`config.mk`:
```
export PLATFORM = sky130hd
export DESIGN_NAME = mem_bus_arbiter
export DESIGN_NICKNAME = d
export VERILOG_FILES = /design/src/rtl/mem_bus_arbiter.sv
export SDC_FILE = /design/constraint.sdc
export NUM_CORES = 1
export LEC_CHECK = 0
export BUFFER_PORTS_ARGS = -buffer_cell sky130_fd_sc_hd__buf_2
export CAP_MARGIN = 40
export CELL_PAD_IN_SITES_DETAIL_PLACEMENT = 1
export CELL_PAD_IN_SITES_GLOBAL_PLACEMENT = 1
export CORE_AREA = 3 3 123 125
export CTS_BUF_LIST = sky130_fd_sc_hd__clkbuf_8
export DETAILED_ROUTE_END_ITERATION = 16
export DIE_AREA = 0 0 126 128
export PLACE_DENSITY = 0.77
export SYNTH_ARGS = -nofsm -noshare
export SYNTH_HDL_FRONTEND = slang
export SYNTH_SLANG_ARGS = --single-unit
```
`constraint.sdc`:
```
create_clock -name clk -period 2.79 [get_ports clk]
set_input_delay 0.558 -clock clk [delete_from_list [all_inputs] [get_ports clk]]
set_output_delay 0.558 -clock clk [all_outputs]
set_load 0.01 [all_outputs]
```
`src/rtl/mem_bus_arbiter.sv`:
```
// mem_bus_arbiter: round-robin two-master arbiter for the shared native memory bus.
// Define ARB_TIMEOUT_EN to build the watchdog that terminates hung transactions.
module mem_bus_arbiter #(
   parameter int unsigned TIMEOUT_CYCLES = 255,
   parameter logic [31:0] TIMEOUT_RDATA  = 32'hDEAD_BEEF
) (
   input  logic        clk,
   input  logic        reset,
   // master 0 (CPU)
   input  logic        m0_valid,
   input  logic        m0_instr,
   input  logic [31:0] m0_addr,
   input  logic [31:0] m0_wdata,
   input  logic [3:0]  m0_wstrb,
   output logic [31:0] m0_rdata,
   output logic        m0_ready,
   // master 1 (DMA)
   input  logic        m1_valid,
   input  logic        m1_instr,
   input  logic [31:0] m1_addr,
   input  logic [31:0] m1_wdata,
   input  logic [3:0]  m1_wstrb,
   output logic [31:0] m1_rdata,
   output logic        m1_ready,
   // shared slave bus
   output logic        s_valid,
   output logic        s_instr,
   output logic [31:0] s_addr,
   output logic [31:0] s_wdata,
   output logic [3:0]  s_wstrb,
   input  logic [31:0] s_rdata,
   input  logic        s_ready,
   // status; grant doubles as the visible FSM state (00 idle, 01 busy0, 10 busy1)
   output logic [1:0]  grant,
   output logic        timeout_flag
);

   // Handshake: a master holds valid and its request stable until it sees ready
   // for one cycle; the grant ends on the edge after ready, an abort or expiry.
   typedef enum logic [1:0] {
      ST_IDLE  = 2'd0,
      ST_BUSY0 = 2'd1,
      ST_BUSY1 = 2'd2
   } state_t;

   if (TIMEOUT_CYCLES < 1 || TIMEOUT_CYCLES > 65535) begin : g_bad_timeout
      $error("mem_bus_arbiter: TIMEOUT_CYCLES must be in 1..65535");
   end

   state_t      r_state;
   state_t      w_next_state;
   logic        r_last_grant;
   logic        w_next_last;

   logic        w_busy;
   logic        w_sel1;
   logic        w_req_valid;
   logic        w_req_instr;
   logic [31:0] w_req_addr;
   logic [31:0] w_req_wdata;
   logic [3:0]  w_req_wstrb;
   logic        w_rsp_ready;
   logic [31:0] w_rsp_rdata;
   logic        w_expire;

   always_ff @(posedge clk or posedge reset) begin
      if (reset) begin
         r_state      <= ST_IDLE;
         r_last_grant <= 1'b1;
      end else begin
         r_state      <= w_next_state;
         r_last_grant <= w_next_last;
      end
   end

   // Request mux of whichever master currently owns the bus
   always_comb begin
      w_busy      = (r_state == ST_BUSY0) || (r_state == ST_BUSY1);
      w_sel1      = (r_state == ST_BUSY1);
      w_req_valid = 1'b0;
      w_req_instr = 1'b0;
      w_req_addr  = 32'd0;
      w_req_wdata = 32'd0;
      w_req_wstrb = 4'd0;
      if (r_state == ST_BUSY0) begin
         w_req_valid = m0_valid;
         w_req_instr = m0_instr;
         w_req_addr  = m0_addr;
         w_req_wdata = m0_wdata;
         w_req_wstrb = m0_wstrb;
      end else if (r_state == ST_BUSY1) begin
         w_req_valid = m1_valid;
         w_req_instr = m1_instr;
         w_req_addr  = m1_addr;
         w_req_wdata = m1_wdata;
         w_req_wstrb = m1_wstrb;
      end
   end

   always_comb begin
      w_next_state = r_state;
      w_next_last  = r_last_grant;
      case (r_state)
         ST_IDLE: begin
            // on contention the master that was not served last wins
            if (m0_valid && (!m1_valid || r_last_grant)) begin
               w_next_state = ST_BUSY0;
               w_next_last  = 1'b0;
            end else if (m1_valid) begin
               w_next_state = ST_BUSY1;
               w_next_last  = 1'b1;
            end
         end
         ST_BUSY0, ST_BUSY1: begin
            if (s_ready || !w_req_valid || w_expire) begin
               w_next_state = ST_IDLE;
            end
         end
         default: w_next_state = ST_IDLE;
      endcase
   end

   always_comb begin
      w_rsp_ready  = w_busy && (s_ready || w_expire);
      w_rsp_rdata  = 32'd0;
      if (w_busy) begin
         w_rsp_rdata = w_expire ? TIMEOUT_RDATA : s_rdata;
      end

      s_valid  = w_req_valid && !w_expire;
      s_instr  = w_req_instr;
      s_addr   = w_req_addr;
      s_wdata  = w_req_wdata;
      s_wstrb  = w_req_wstrb;

      m0_ready = 1'b0;
      m0_rdata = 32'd0;
      m1_ready = 1'b0;
      m1_rdata = 32'd0;
      grant    = 2'b00;
      if (w_busy && !w_sel1) begin
         m0_ready = w_rsp_ready;
         m0_rdata = w_rsp_rdata;
         grant    = 2'b01;
      end else if (w_busy && w_sel1) begin
         m1_ready = w_rsp_ready;
         m1_rdata = w_rsp_rdata;
         grant    = 2'b10;
      end
   end

`ifdef ARB_TIMEOUT_EN
   localparam logic [15:0] LP_TIMEOUT = 16'(TIMEOUT_CYCLES);

   logic [15:0] r_cnt;
   logic        r_timeout_flag;

   // r_cnt holds the ready-less BUSY cycles already elapsed; IDLE always
   // precedes BUSY, so clearing it there clears it on every entry.
   always_ff @(posedge clk or posedge reset) begin
      if (reset) begin
         r_cnt          <= 16'd0;
         r_timeout_flag <= 1'b0;
      end else begin
         if (!w_busy) begin
            r_cnt <= 16'd0;
         end else if (!s_ready) begin
            r_cnt <= r_cnt + 16'd1;
         end
         if (w_expire) begin
            r_timeout_flag <= 1'b1;
         end
      end
   end

   // s_ready on the expiry cycle wins and the transaction completes normally
   assign w_expire     = w_busy && w_req_valid && !s_ready &&
                         ((r_cnt + 16'd1) == LP_TIMEOUT);
   assign timeout_flag = r_timeout_flag;
`else
   assign w_expire     = 1'b0;
   assign timeout_flag = 1'b0;
`endif

endmodule

```
After elaboration in Yosys (flattened, before gate mapping)
Index checks and enable logic that the tools add are counted.
{"block": "word_totals", "output_inout_bits": 139, "reg_bits": 3, "wordCells": 46}
{"block": "classes", "n_reduce_logical": 15, "n_eq_ne": 4, "muxes": 25}
{"op": "2-to-1 mux 32 bit", "n": 8}
{"op": "2-to-1 mux 2 bit", "n": 5}
{"op": "2-to-1 mux 1 bit", "n": 9}
{"op": "2-to-1 mux 4 bit", "n": 2}
{"op": "logical AND 1 bit", "n": 4}
{"op": "one-hot mux 2 bit (2 select lines)", "n": 1}
{"op": "AND reduction 2 bit", "n": 2}
{"op": "logical NOT 1 bit", "n": 3}
{"op": "logical OR 1 bit", "n": 3}
{"op": "inequality test 3 bit, second input constant", "n": 1}
{"op": "== test 2 x 1 -> 1 bit, second input constant", "n": 1}
{"op": "== test 2 bit, second input constant", "n": 1}
{"op": "logical NOT 2 bit", "n": 1}
{"op": "inequality test 2 bit, second input constant", "n": 1}
{"op": "nonzero test 2 bit", "n": 1}
{"op": "OR reduction 2 bit", "n": 1}

Depth between registers and ports, before layout
Gate-level depths: netlist of the first run.
{"block": "logic_depth", "ltp_word": 7, "ltp_mapped": 7}

Least setup slack after synthesis of the first run
OpenSTA, ideal clock, no wires.
{"block": "synth_path", "kind": "register to output", "startpoint": "register r_state[1]", "endpoint": "output s_addr[26]", "n_path_buf": 3, "arrival_time_ns": 1.372, "t_required_ns": 2.232, "stages_incl_launch_ff": 7, "setup_slack_ns": 0.860, "path_cell_list": "dfrtp_1 inv_1 ha_1 buf_6 buf_6 buf_2 o21ai_0"}
{"block": "synth_via", "elab_chain_cells": 3}
{"item": "start, declared", "line_no": "50", "source": "state_t r_state;"}
{"item": "start signal, assigned", "line_no": "71", "source": "r_state <= w_next_state;"}
{"item": "== test 2 bit", "line_no": "91", "source": "end else if (r_state == ST_BUSY1) begin"}
{"item": "2-to-1 mux 32 bit", "line_no": "91"}
{"item": "2-to-1 mux 32 bit (*)", "line_no": "85", "source": "if (r_state == ST_BUSY0) begin"}
{"item": "end, declared", "line_no": "28", "source": "output logic [31:0] s_addr,"}
Every way passes the cells marked *; elsewhere a longest branch is shown, timed or not.

Worst setup path in the final report of the first run
{"block": "layout_path", "startpoint": "register r_state[1]", "endpoint": "output s_addr[31]"}
The elaborated chain is that of the path after synthesis.

==> results of run 1 <==
-- registers in the layout, indices dropped and copies added (netlist names) --
name          cells
r_last_grant      1
r_state           2
-- power breakdown --
| part | internal (mW) | switching [mW] | total, mW |
|---|---|---|---|
| Sequential | 0.0702 | 0.0228 | 0.0930 |
| Clock | 0.0937 | 0.0287 | 0.122 |
| Combinational | 0.967 | 1.54 | 2.51 |
-- synth_stat cells (3+ instances only) --
| cell type | number | share of area (%) |
|---|---|---|
| a22o_1 | 4 | 2.0 |
| and3_1 | 66 | 24 |
| buf_2 | 15 | 4.3 |
| buf_6 | 5 | 3.2 |
| clkbuf_1 | 14 | 3.0 |
| ha_1 | 4 | 2.9 |
| inv_1 | 4 | 0.86 |
| nand2_1 | 131 | 28 |
| nor2b_1 | 3 | 1.1 |
| o21ai_0 | 67 | 19 |
-- critical path: cells and delay by family, from the launching register on --
kind / cells / cell delay [ns]
buf+inv: 3 / 0.49
flops: 1 / 0.40
fa+ha+maj: 1 / 0.29
compound gates: 1 / 0.24
simple gates: 1 / 0.21
-- worst max path at each step --
stage	to	cells past startpoint
global route	s_addr[9]	7
finish	s_addr[31]	6
detailed placement	s_addr[31]	6
global placement	m1_rdata[27]	6
floorplan	s_addr[26]	6
CTS	s_addr[31]	6
-- final cells by class --
cell class,count,area (um2),area share (%)
well taps,180,225,6.43
clock buffers,3,41.3,1.18
multi-input cells,289,1460,41.7
clock inverters,1,3.75,0.107
flip-flops and latches,3,76.3,2.18
inverters,4,15.0,0.429
repair buffers,321,1680,47.9
-- metal layers --
layer / up-vias / global-route usage [%] / routed length [um]
li1: 1698 / - / -
met1: 1444 / 14.9 / 4610
met2: 143 / 23.2 / 5900
met3: 6 / 2.58 / 869
met4: 0 / 0.946 / 61
met5: - / 0 / 0
-- cells by family (layout without fill, tap and decap cells) --
| kind of cell | count (synthesis) | after routing | share of synthesized area [%] |
|---|---|---|---|
| other cells | 1 | 1 | 0.214 |
| buf+inv | 43 | 329 | 13.0 |
| compound gates | 79 | 79 | 24.3 |
| simple gates | 205 | 205 | 55.3 |
| flops | 3 | 3 | 4.36 |
| fa+ha+maj | 4 | 4 | 2.86 |
==> flow_summary_export.csv, run 1 <==
group,metric,value,unit
die,die_h,128,um
global_route,grt_pass1_wl,16500,um
synthesis,async_flop_share,100,%
finish,layout_commonest_cell,"buf_2",
die,design.die.area,16100,um2
sta,fin_crit_sh,86.7,%
critical_path,r2r_end,"r_state[1]",
sta,fmax,413,MHz
drt,routed_via_density,4.11,
power,p_per_area,777,nW/um2
die,row_count,43,
finish,finalNonFillerCells,801,
finish,fillCellCount,1928,
synthesis,ys.flop_type,"dfrtp_1",
clocking,h-tree-depth,1,
critical_path,setup.worst_path.class,"reg -> out",
critical_path,cp_max_fo,37,
sta,setup_tns,0,ns
sta,finalMaxSlewViolations,0,
place,dp_hpwl,9600,um
flow_run,drv_cap,0,
global_route,antenna_found_initial,0,
power,p_leak,2.27,nW
power,fin_total_pwr,2.72,mW
clocking,cts_setup_buffers,0,
synthesis,avgSynthCellArea,5.23,um2
place,port_buffers,312,
synthesis,synth-edff-count,0,
critical_path,slowest_delay,0.40,ns
clocking,cts_tree,"yes",
clocking,clockRootBuffer,"clkbuf_8",
critical_path,required,2.23,ns
synthesis,ys_ff_latch,3,
finish,num-nets-final,801,
clocking,clkSlewWorstSetupHoldPaths,0.03,ns
worst_hold_path,hp-class,"in -> async",
drt,wl_per_cell,14.3,um
synthesis,synth_seq_area_share,4.36,%
sta,rsz0062_at_grt,"no",
critical_path,crit_slowest_cell,"dfrtp_1",
finish,drive_above_1_share,53.0,%
sta,fin_worst_hold_slack,0.215,ns
critical_path,endpoint_kind,"output port",
outcome,status,"finished clean",
critical_path,start_kind,"flip-flop",
critical_path,crit_start,"r_state[1]",
clocking,cts_buffers,3,
finish,syn2layout_area_growth,100,%
drt,drcViolationCount,0,
sta,finClkSkew,0.00151,ns
clocking,cts.sink_count,3,
finish,final_cell_mix,"buf_2 (312), nand2_1 (131), o21ai_0 (67)",
clocking,clk_latency,0.21,ns
place,place_inst,797,
global_route,overflow,0,
die,core_area,14000,um2
sta,finalSetupViolCount,0,
finish,fin_util,25.0,%
sta,setup_slack,0.370,ns
critical_path,cp_cell_sequence,"inv_1 > ha_4 > and2b_1 > buf_4 > a22o_1 > buf_2",
drt,final_antenna_net_count,0,
place,routabilityCongestion,0.793,
synthesis,syn-num-nets,514,
place,post-place-ws,0.562,ns
clocking,hold_buffers,0,
die,die_w,126,um
critical_path,r2r_start,"r_state[0]",
drt,dr.first_iter.drc_count,103,
sta,period_needed,2.42,ns
finish,final_area,3500,um2
power,max-vdd-ir-drop,357,uV
drt,drt_wl_total,11400,um
finish,antennaDiodeCount,0,
die,start_util,12.5,%
critical_path,cp.arrival,1.86,ns
critical_path,r2r_cells,6,
critical_path,r2r_setup_slack,0.94,ns
synthesis,synth_area,1750,um2
synthesis,yosys_warnings,0,
sta,finalHoldViolCount,0,
clocking,cts_resized,0,
drt,num_vias,3291,
drt,dr.pass1.iters,4,
synthesis,synthCells,335,
place,dpl_cell_area,3460,um2
global_route,gr-usage-all-layers,12.3,%
synthesis,ys_types,27,
clocking,cts_buffer_depth,2,
global_route,grt_start_max_net_pins,69,
global_route,grt_pass1_vias,3139,
die,ioPinCount,314,
Note: power is estimated with default switching activity, not from simulation.
==> run 2: changes to the inputs <==
CORE_AREA = 2 2 122 124   (was 3 3 123 125)
DIE_AREA = 0 0 124 126   (was 0 0 126 128)
==> flow_summary_export.csv, run 2 (synthesis gave the netlist of run 1 again) <==
group,metric,value,unit
outcome,status,"finished clean",
clocking,cts_setup_buffers,0,
power,combPwrFrac,91.9,%
finish,syn2layout_area_growth,97.9,%
critical_path,slowest_delay,0.40,ns
sta,fmax,424,MHz
power,p_per_area,761,nW/um2
sta,finClkSkew,0.000777,ns
clocking,cts_buffers,3,
power,swShare,59.3,%
die,core_area,14300,um2
die,start_util,12.2,%
finish,fillCellCount,1961,
clocking,clk_latency,0.21,ns
power,max-vdd-ir-drop,329,uV
critical_path,setup.worst_path.class,"reg -> out",
place,port_buffers,312,
clocking,hold_buffers,0,
clocking,cts_buffer_depth,2,
global_route,gr-usage-all-layers,12.6,%
drt,dr.first_iter.drc_count,70,
sta,rsz0062_at_grt,"no",
sta,setup_tns,0,ns
critical_path,cp_num_buf_inv,3,
finish,num-nets-final,797,
critical_path,cp_cell_sequence,"inv_1 > ha_1 > buf_4 > and3_1 > buf_2",
die,ioPinCount,314,
global_route,grt_pass1_vias,3329,
power,clkPwrFrac,4.6,%
clocking,cts_resized,0,
clocking,cts_tree,"yes",
die,die_w,124,um
finish,final_cell_mix,"buf_2 (312), nand2_1 (131), o21ai_0 (67)",
critical_path,start_kind,"flip-flop",
finish,layout_commonest_cell,"buf_2",
critical_path,cp_max_fo,68,
sta,fin_crit_sh,84.5,%
drt,dr.pass1.iters,4,
power,p_leak,2.25,nW
drt,drt_wl_total,11000,um
power,seqPwrFrac,3.5,%
power,switching_power,1.56,mW
finish,reg_top3,"r_state (2), r_last_grant (1)",
critical_path,endpoint_kind,"output port",
drt,drcViolationCount,0,
sta,finalSetupViolCount,0,
global_route,grt_start_max_net_pins,102,
critical_path,crit_family,"buffers and inverters",
global_route,overflow,0,
finish,regArea,76.3,um2
finish,multiInputGateArea,1460,um2
drt,final_antenna_net_count,0,
global_route,antenna_found_initial,1,
finish,antennaDiodeCount,0,
die,design.die.area,15600,um2
critical_path,cp.arrival,1.80,ns
power,p_int,1.07,mW
drt,num_vias,3395,
die,die_h,126,um
finish,largest_reg_flops,2,
sta,period_needed,2.36,ns
place,routabilityCongestion,0.726,
critical_path,r2r_setup_slack,0.94,ns
critical_path,required,2.23,ns
worst_hold_path,hp-class,"in -> async",
clocking,clkSlewWorstSetupHoldPaths,0.03,ns
drt,wl_per_cell,13.8,um
clocking,h-tree-depth,1,
critical_path,crit_slowest_cell,"dfrtp_1",
die,row_count,44,
place,dp_hpwl,9110,um
global_route,grt_pass1_wl,16100,um
finish,drive_above_1_share,52.7,%
drt,routed_via_density,4.24,
sta,finalHoldViolCount,0,
clocking,cts.sink_count,3,
flow_run,drv_cap,0,
finish,regMostFlops,"r_state",
sta,fin_worst_hold_slack,0.214,ns
sta,finalMaxSlewViolations,0,
clocking,clockRootBuffer,"clkbuf_8",
run 2: cell count changes in the layout (fill, tap and decap cells not counted):
cell    change
buf_4       -3
buf_12      -1
run 2: layout make-up:
cell class                 instances  area share (%)
clock buffer                       3            1.19
multi-input combinational        289            42.2
sequential                         3            2.20
tap                              184            6.65
inverter                           4           0.433
timing repair buffer             317            47.2
clock inverter                     1           0.108
run 2: power groups by stage:
stage / clock [mW] / combinational [mW] / sequential [mW]
final: 0.121 / 2.42 / 0.0918
after global routing: 0.128 / 2.72 / 0.0980
after CTS: 0.124 / 2.47 / 0.0918
after detailed placement: 0 / 2.46 / 0.0925
after global placement: 0 / 2.43 / 0.0907
after floorplan: 0 / 1.54 / 0.0846
run 2: per-layer routing:
metal / part of all wire, % / wire, um / track usage [%] / vias up
li1: - / - / - / 1692
met1: 37 / 4110 / 13.8 / 1509
met2: 52 / 5690 / 25.5 / 192
met3: 11 / 1210 / 2.67 / 2
met4: 0.12 / 13 / 0.397 / 0
met5: 0 / 0 / 0 / -
run 2: worst paths after layout:
check,to,from,cells after the start
max,m1_rdata[25],r_state[0],5
min,r_state[0],reset,2
max reg2reg,r_state[1],r_state[0],6
min reg2reg,r_last_grant,r_last_grant,2
max in group asynchronous,r_last_grant,reset,2
min in group clk,r_last_grant,r_last_grant,2
run 2: worst register-to-register path: cells and delay by family (launching register included):
kind,cells,cell delay [ns]
compound gates,1,0.09
fa+ha+maj,1,0.28
buf+inv,2,0.49
flops,1,0.40
simple gates,2,0.46
run 2: stage by stage:
stage | setup slack [ns] | cell area, um2 | std cells | power [mW] | utilization, %
floorplan | 0.860 | 1750 | 335 | 1.63 | -
global placement | 0.713 | 3420 | 797 | 2.52 | 23.9
detailed placement | 0.657 | 3420 | 797 | 2.55 | 23.9
CTS | 0.441 | 3460 | 801 | 2.68 | 24.2
global route | 0.320 | 3460 | 801 | 2.95 | 24.2
finish | 0.433 | 3460 | 801 | 2.64 | 24.2
==> run 3: changes to the inputs <==
clock period = 2.3 ns   (was 2.79 ns; I/O delays follow)
==> flow_summary_export.csv, run 3 (synthesis gave the netlist of run 1 again) <==
group,metric,value,unit
die,start_util,12.2,%
drt,routed_via_density,4.24,
sta,rsz0062_at_grt,"no",
power,max-vdd-ir-drop,598,uV
global_route,gr-usage-all-layers,12.7,%
finish,num-nets-final,798,
worst_hold_path,hp-class,"in -> async",
clocking,cts_buffers,3,
finish,fillCellCount,1974,
clocking,clk_latency,0.22,ns
clocking,cts_buffer_depth,2,
global_route,overflow,0,
die,core_area,14300,um2
clocking,cts.sink_count,3,
clocking,cts_tree,"yes",
clocking,hold_buffers,0,
sta,finalHoldViolCount,0,
global_route,antenna_found_initial,1,
finish,layout_commonest_cell,"buf_2",
clocking,clkSlewWorstSetupHoldPaths,0.03,ns
place,port_buffers,312,
global_route,grt_start_max_net_pins,90,
die,die_h,126,um
finish,largest_reg_flops,2,
die,die_w,124,um
sta,finalMaxSlewViolations,0,
place,post-place-ws,0.328,ns
global_route,grt_pass1_vias,3203,
finish,fin_util,24.4,%
drt,dr.pass1.iters,4,
critical_path,cp_max_fo,51,
sta,finClkSkew,0.00207,ns
sta,setup_tns,0,ns
power,p_per_area,941,nW/um2
sta,fmax,458,MHz
outcome,status,"finished clean",
critical_path,start_kind,"flip-flop",
clocking,h-tree-depth,1,
sta,period_needed,2.19,ns
finish,antennaDiodeCount,0,
flow_run,drv_cap,0,
clocking,cts_resized,0,
clocking,cts_setup_buffers,0,
sta,fin_crit_sh,95.0,%
die,design.die.area,15600,um2
drt,num_vias,3403,
finish,syn2layout_area_growth,99.8,%
clocking,clockRootBuffer,"clkbuf_8",
sta,setup_slack,0.114,ns
drt,drt_wl_total,11300,um
drt,wl_per_cell,14.1,um
sta,finalSetupViolCount,0,
power,p_leak,2.26,nW
finish,drive_above_1_share,52.8,%
critical_path,setup.worst_path.class,"reg -> out",
place,routabilityCongestion,0.753,
die,row_count,44,
critical_path,cp.arrival,1.73,ns
finish,regMostFlops,"r_state",
drt,final_antenna_net_count,0,
finish,final_cell_mix,"buf_2 (312), nand2_1 (131), o21ai_0 (66), and3_1 (66)",
critical_path,required,1.84,ns
drt,dr.first_iter.drc_count,70,
global_route,grt_pass1_wl,15900,um
critical_path,endpoint_kind,"output port",
drt,drcViolationCount,0,
finish,reg_top3,"r_state (2), r_last_grant (1)",
die,ioPinCount,314,
place,dp_hpwl,9410,um
-- run 3: through the flow --
step	hold slack, ns	instances	power, mW	area (um2)
CTS	0.104	802	3.35	3500
global route	0.112	802	3.66	3500
floorplan	0.213	335	1.97	1750
detailed placement	0.334	798	3.19	3450
finish	0.106	802	3.29	3500
global placement	0.333	798	3.15	3450
-- run 3: cell type report --
cell class                 instances  area [um2]  share of cell area, %
tap                              184         230                   6.58
multi-input combinational        289        1460                   41.8
timing repair buffer             318        1670                   47.7
inverter                           4        15.0                  0.429
clock buffer                       3        41.3                   1.18
sequential                         3        76.3                   2.18
clock inverter                     1        3.75                  0.107
-- run 3: critical path, stage by stage (launching register included) --
cell	delay (ns)
dfrtp_1	0.42
inv_1	0.12
ha_2	0.23
buf_12	0.22
nand2_1	0.08
o21ai_0	0.22
buf_2	0.18
-- run 3: worst paths after layout --
| path | start | to | slack, ns | depth (start not counted) |
|---|---|---|---|---|
| max in group asynchronous | reset | r_last_grant | 1.98 | 2 |
| worst max-delay path | r_state[0] | s_addr[3] | 0.11 | 6 |
| worst max register to register | r_state[0] | r_state[0] | 0.62 | 6 |
| worst min-delay path | reset | r_state[1] | 0.11 | 2 |
| min in group clk | m0_valid | r_last_grant | 0.51 | 2 |
| worst min register to register | r_last_grant | r_last_grant | 0.54 | 2 |
-- run 3: report_power, final --
part	internal (mW)	switching, mW
registers	0.0851	0.0283
logic	1.18	1.85
clock network	0.114	0.0370
total	1.38	1.91
-- run 3: metal layers --
layer  GRT usage [%]  routed length, um  vias up
met3            2.63               1240       11
met4            1.39                 76        0
li1                -                  -     1690
met1            13.7               4160     1495
met5               0                  0        -
met2            25.7               5820      207
